==> config.mk <==
export PLATFORM = sky130hd
export DESIGN_NAME = alu_arbiter
export DESIGN_NICKNAME = d
export VERILOG_FILES = /design/src/rtl/alu_arbiter.sv
export SDC_FILE = /design/constraint.sdc
export NUM_CORES = 1
export LEC_CHECK = 0
export BUFFER_PORTS_ARGS = -buffer_cell sky130_fd_sc_hd__buf_2
export CORE_UTILIZATION = 40
export CTS_BUF_LIST = sky130_fd_sc_hd__clkbuf_16
export DETAILED_ROUTE_END_ITERATION = 8
export PLACE_DENSITY = 0.72
export SLEW_MARGIN = 25
export SYNTH_ARGS = -nofsm -noshare
export SYNTH_HDL_FRONTEND = slang
export SYNTH_SLANG_ARGS = --single-unit
==> constraint.sdc <==
create_clock -name clk -period 8.35 [get_ports clk]
set_input_delay 0.835 -clock clk [delete_from_list [all_inputs] [get_ports clk]]
set_output_delay 0.835 -clock clk [all_outputs]
set_load 0.005 [all_outputs]
==> src/rtl/alu_arbiter.sv <==
// alu_arbiter: round-robin arbiter sharing one ALU between two valid/ready requesters.
module alu_arbiter #(
  parameter int WIDTH = 32
) (
  input  logic             clk,
  input  logic             rst_n,
  input  logic             req0_valid,
  output logic             req0_ready,
  input  logic [2:0]       req0_op,
  input  logic [WIDTH-1:0] req0_a,
  input  logic [WIDTH-1:0] req0_b,
  input  logic             req1_valid,
  output logic             req1_ready,
  input  logic [2:0]       req1_op,
  input  logic [WIDTH-1:0] req1_a,
  input  logic [WIDTH-1:0] req1_b,
  output logic             rsp0_valid,
  input  logic             rsp0_ready,
  output logic             rsp1_valid,
  input  logic             rsp1_ready,
  output logic [WIDTH-1:0] rsp_result,
  output logic             rsp_zero,
  output logic             busy
);
  typedef enum logic [1:0] {IDLE, EXEC, RESP} state_t;
  state_t state, state_nxt;
  logic last_grant, owner, grant, grant_vld;
  logic [2:0] op;
  logic [WIDTH-1:0] a, b, f;
  // On a tie the port that did not win last time is granted.
  assign grant_vld = state == IDLE && (req0_valid || req1_valid);
  assign grant = (req0_valid && req1_valid) ? ~last_grant : req1_valid;
  assign req0_ready = grant_vld && !grant;
  assign req1_ready = grant_vld && grant;
  assign busy = state != IDLE;
  always_comb begin
    f = '0;
    case (op)
      3'd0: f = a & b;
      3'd1: f = a | b;
      3'd2: f = a ^ b;
      3'd3: f = ~(a | b);
      3'd4: f = a + b;
      3'd5: f = a - b;
      3'd6: f = {{(WIDTH-1){1'b0}}, $signed(a) < $signed(b)};
      default: f = b;
    endcase
  end
  always_comb begin
    state_nxt = state;
    case (state)
      IDLE: state_nxt = grant_vld ? EXEC : IDLE;
      EXEC: state_nxt = RESP;
      RESP: state_nxt = (owner ? rsp1_ready : rsp0_ready) ? IDLE : RESP;
      default: state_nxt = IDLE;
    endcase
  end
  always_ff @(posedge clk) begin
    if (!rst_n) begin
      state <= IDLE;
      last_grant <= 1'b1;
      owner <= 1'b0;
      op <= '0;
      a <= '0;
      b <= '0;
      rsp0_valid <= 1'b0;
      rsp1_valid <= 1'b0;
      rsp_result <= '0;
      rsp_zero <= 1'b0;
    end else begin
      state <= state_nxt;
      if (grant_vld) begin
        owner <= grant;
        last_grant <= grant;
        op <= grant ? req1_op : req0_op;
        a <= grant ? req1_a : req0_a;
        b <= grant ? req1_b : req0_b;
      end
      if (state == EXEC) begin
        rsp_result <= f;
        rsp_zero <= f == '0;
        rsp0_valid <= !owner;
        rsp1_valid <= owner;
      end
      if (state == RESP && state_nxt == IDLE) begin
        rsp0_valid <= 1'b0;
        rsp1_valid <= 1'b0;
      end
    end
  end
endmodule

**Word-level counts from Yosys, hierarchy flattened**

Cells that the tools add are included.

- Add/sub/neg operators: 2
- Multipliers: 0
- Div/mod/pow operators: 0
- Order comparisons: 1
- Equality and inequality tests: 8
- Shift operators: 0
- Mux-type cells: 9
- Bitwise gates (word level): 6
- Reductions and logical operators: 14

Operator list:

| operator | number |
|---|---|
| one-hot mux 32 bit (7 select lines) | 1 |
| two-way mux 32 bit | 2 |
| adder 32 bit | 1 |
| AND 32 bit | 1 |
| logical NOT 32 bit | 1 |
| less-than comparator 32 bit | 1 |
| NOT 32 bit | 1 |
| OR 32 bit | 1 |
| subtractor 32 bit | 1 |
| bitwise XOR 32 bit | 1 |
| equality test 3 bit, second input constant | 3 |
| equality test 3 x 2 -> 1 bit, second input constant | 2 |
| one-hot mux 2 bit (3 select lines) | 1 |
| logical AND 1 bit | 5 |
| logical NOT 2 bit | 2 |
| equality test 3 x 1 -> 1 bit, second input constant | 1 |
| logical NOT 3 bit | 1 |
| two-way mux 1 bit | 3 |
| two-way mux 3 bit | 1 |
| equality test 2 x 1 -> 1 bit, second input constant | 1 |
| equality test 2 bit, second input constant | 1 |
| logical NOT 1 bit | 2 |
| two-way mux 2 bit | 1 |
| NOT 1 bit | 2 |
| other kinds (3) | 3 |

- Register bits: 106
- Bits in latches: 0
- RAM bits: 0
- Memory bits (read-only): 0
- Word-level logic and storage cells: 50
- Memories kept: 0

**Logic depth before layout (Yosys ltp)**

- Depth after elaboration: 7
- Gate-level depth with buffers: 16
- Gate-level depth less buffers: 15

**Least setup slack after synthesis**

OpenSTA, ideal clock, no wires.

- Path type: reg-to-reg
- From: reg a[2]
- To: reg rsp_zero
- Setup time: 0.084 ns
- Arrival time: 3.320 ns
- Slack: 4.946 ns
- Cell stages (with the launch flop): 15
- Period minus slack after synthesis: 3.404 ns
- Path through: dfxtp_1 > inv_1 > ha_1 > nor2b_2 > o31a_1 > o21ai_1 > nor3_1 > or3_1 > a211oi_2 > nor4b_2 > nand4_1 > a2111oi_2 > nand4_1 > or3_1 > o31ai_2

- Longest elaborated chain between the ends: 4
- Elaborated cells between the ends (all ways): 9
- Classes of those cells: 2 x add/sub; 1 x order compare; 1 x mux; 4 x bitwise; 1 x reduce/logical

Ends and longest elaborated chain:

| item | line | source |
|---|---|---|
| start, declared | 29 | `logic [WIDTH-1:0] a, b, f;` |
| start signal, assigned | 76 | `a <= grant ? req1_a : req0_a;` |
| parallel branches: the longest is 2 deep, another holds subtractor 32 bit | -- |  |
| one-hot mux 32 bit (7 select lines) (*) | 38 | `case (op)` |
| logical NOT 32 bit (*) | 81 | `rsp_zero <= f == '0;` |
| end signal, assigned | 69 | `rsp_zero <= 1'b0;` |
| end signal, assigned | 81 |  |
| end, declared | 22 | `output logic rsp_zero,` |

Mark *: on every way between the ends.
A chain may end at the register's enable or synchronous reset.

**Worst setup path after layout**

- From: reg op[0]
- To: reg rsp_zero

- Longest elaborated chain between the ends: 3
- Elaborated cells between the ends (all ways): 9
- Classes of those cells: 6 x eq/ne; 1 x mux; 2 x reduce/logical

Ends and longest elaborated chain:

| item | line | source |
|---|---|---|
| start, declared | 28 | `logic [2:0] op;` |
| start signal, assigned | 75 | `op <= grant ? req1_op : req0_op;` |
| equality test 3 bit, or another cell as far along | 38 |  |
| one-hot mux 32 bit (7 select lines) (*) | 38 |  |
| logical NOT 32 bit (*) | 81 |  |

Mark *: on every way between the ends. The rest lies on a longest branch, timed or not.

==> impl_results.md <==
* Status: complete, no violations
* Post-synth EDFFs at 0
* Ports at 178
* Hold Vio Cnt, Final at 0
* Final setup fails at 0
* Max Root-Sink Buffers at 2
* Setup Crit Path Kind: flop to flop
* CP max FO at 43
* RSZ-0062 raised after global routing: no
* Die ar. at 27000 um2
* Worst endpoint data arrival time at 5440 ps
* Fill cells at 2744
* Fin cells at 1849
* Data required, critical path at 8650 ps
* Worst Setup End Kind: flop
* Slew of the pin with the lowest slew margin at 965.7 ps
* Routed Wire Length at 44.49 mm
* Vias at between 10k and 15k
* Worst-path clk slew at about 100 ps
* GRT Total Usage at 0.3284
* Post-synthesis sequential area ratio at 0.2014
* Pins Over Slew Limit at 0
* VDD IR max at 0.1205 mV
* Gate Count Post-Synth at 1412
* Top cells by area, synth: dfxtp_1 (20%), ha_1 (12%), nor2_1 (7.3%), a222oi_1 (6.4%), a21oi_1 (5.7%)
* Grt met1 use at 0.4694
* Vias per cell at around 6.5
* Layout cell share with drive strength beyond 1 at 0.1711
* GRT busiest layer: met2
* Starting Density at 0.4056
* FF/Latch Area at 2130 um2
* Fmax achieved at 0.1945 GHz
* Leading area contributor after synthesis: dfxtp_1
* # rows at 59
* Die height at ~160 um
* Syn_nets at about 1.7k
* PortBufs at roughly 180
* Met2 GRT Util at 0.4762
* Die Wd at 164.3 um
* Antenna-violating nets left at 0
* Vias in the first global route at 10.80k
* Netlist Area Pre-Place at 10540 um2
* Synthesis warning total at 0
* Root Buffer: clkbuf_16
* WL/cell at 24.06 um
* Total gr overflow at 0
* H-tree depth at 3
* Final nets at around 1.8k
* Drt drc at 0
* Yosys reg bits at 106
* Syn avg cell area at 7.464 um2
* Cell variety after synth at 101
* DP HPWL at between 30 and 40 mm
* Worst Skew at 21.82 ps
* Setup_tns at 0 ps
* Gates resized, CTS repair at 0
* CORE AREA at 25980 um2
* Pwr dens at 186.6 nW/um2
* Initial antenna violation count at 0
* Num CTS Buffers at 9
* Most common cell in the netlist: nor2_1
* Post CTS Setup Buffer Count at 0
* Synth top area share at 0.2014
* Hold Path Class: flop to flop
* GP Congestion at 1.049
* CP Launch Type: flop
* Clk Latency, worst-skew pair at 380 ps
* Static Leak at 0.004894 uW
* CTS tree: built
* Ant diodes at 0
* Min Tclk post-route at 5141 ps
* Drt pass-1 iters at 9
* Clock Sinks at 106
* Multi-input gate area at 7553 um2
* P&R area growth vs syn at 12.17%
* Slew margin rel. at 0.3549
* Met3 usage at 0.08157
* Largest net degree at the start of global routing at 71
* First-pass GRT wire length at roughly 67 mm
* Ys flop type: dfxtp_1
* Post-route clock period utilization at 0.6156
* Ys async rst share at 0
* Synth cell count leaders: nor2_1 (205), a21oi_1 (119), dfxtp_1 (106)
* Cells after DPL at 1833
* Drt initial violations at 1783
* CTS hold repair buffers at 0
* Max_cap viols at 0
## cell families (layout without fill, tap and decap cells)
kind of cell               after synthesis  count (layout)  synth area share
AOI/OAI and AO/OA                      487             487            0.3340
muxes                                   36              36           0.03526
DFF                                    106             106            0.2014
xor gates and xnor gates                21              21           0.01817
and+or+nand+nor                        449             449            0.2004
adders and majority gates              105             105            0.1261
buffers and inverters                  208             310           0.08477
## worst paths after layout
kind,from,to,slack (ps),cells past startpoint
max reg2reg,op[0],rsp_zero,3210,13
max,op[0],rsp_zero,3210,13
min,rsp1_valid,rsp1_valid,450,2
min reg2reg,rsp1_valid,rsp1_valid,450,2
## per-stage QoR
stage	setup slack [ps]	utilization	hold slack, ps	instance area [um2]	power [uW]
2_1_floorplan	4946	-	452.7	10540	1329
3_3_place_gp	3494	0.4419	442.4	11480	1655
3_5_place_dp	3485	0.4419	445.4	11480	1657
4_1_cts	3473	0.4549	455.9	11820	2172
5_1_grt	3080	0.4549	484.2	11820	2311
6_report	3209	0.4549	451.0	11820	2206
## cell type report
class | count | area share
Clock buffer | 9 | 0.01905
Clock inverter | 7 | 0.009526
Inverter | 102 | 0.03239
Multi-Input combinational cell | 1098 | 0.6390
Sequential cell | 106 | 0.1801
Tap cell | 335 | 0.03546
Timing Repair Buffer | 192 | 0.08446
## critical path, stage by stage, from the launching register on
cell	delay [ps]
dfxtp_4	620
buf_4	540
inv_2	430
nand2_1	530
o2bb2ai_1	210
nor3_2	460
o211a_1	240
nand4_1	110
a2111oi_1	500
nand4_1	230
a2111oi_2	370
nand4_1	130
or3_1	410
o31ai_2	210
## per-layer routing
metal,vias up,share of wire
li1,5447,-
met1,5600,0.44
met2,783,0.41
met3,102,0.12
met4,0,0.028
met5,-,0
## report_power, final
part	internal [uW]	total [uW]	switching (uW)
Sequential	554	622	68.0
Clock	271	520	249
Combinational	374	1060	691
Total	1200	2210	1010
## placed cells by master (no fill, tap or decap), types with 7 or more instances in the layout
master	instances
a211oi_1	29
a21boi_0	8
a21o_1	15
a21oi_1	119
a222oi_1	67
a31oi_1	14
buf_2	177
buf_4	15
clkbuf_16	9
dfxtp_1	104
ha_1	103
inv_1	97
mux2i_1	30
nand2_1	76
nand2b_1	19
nand3_1	22
nand4_1	17
nor2_1	201
nor2b_1	8
nor3_1	30
nor3b_1	9
nor4_1	17
o211ai_1	14
o21a_1	8
o21ai_0	69
o21ai_1	8
o22ai_1	18
o31a_1	7
o31ai_1	23
or3_1	7
xnor2_1	12
xor2_1	8
## registers in the layout (all words and copies together) (netlist names)
| signal | cells |
|---|---|
| owner | 1 |
| rsp_result | 32 |
| rsp_zero | 1 |
| rsp0_valid | 1 |
| a | 32 |
| rsp1_valid | 1 |
| b | 32 |
| op | 3 |
| last_grant | 1 |
| state | 2 |
Note: power is estimated with default switching activity, not from simulation.
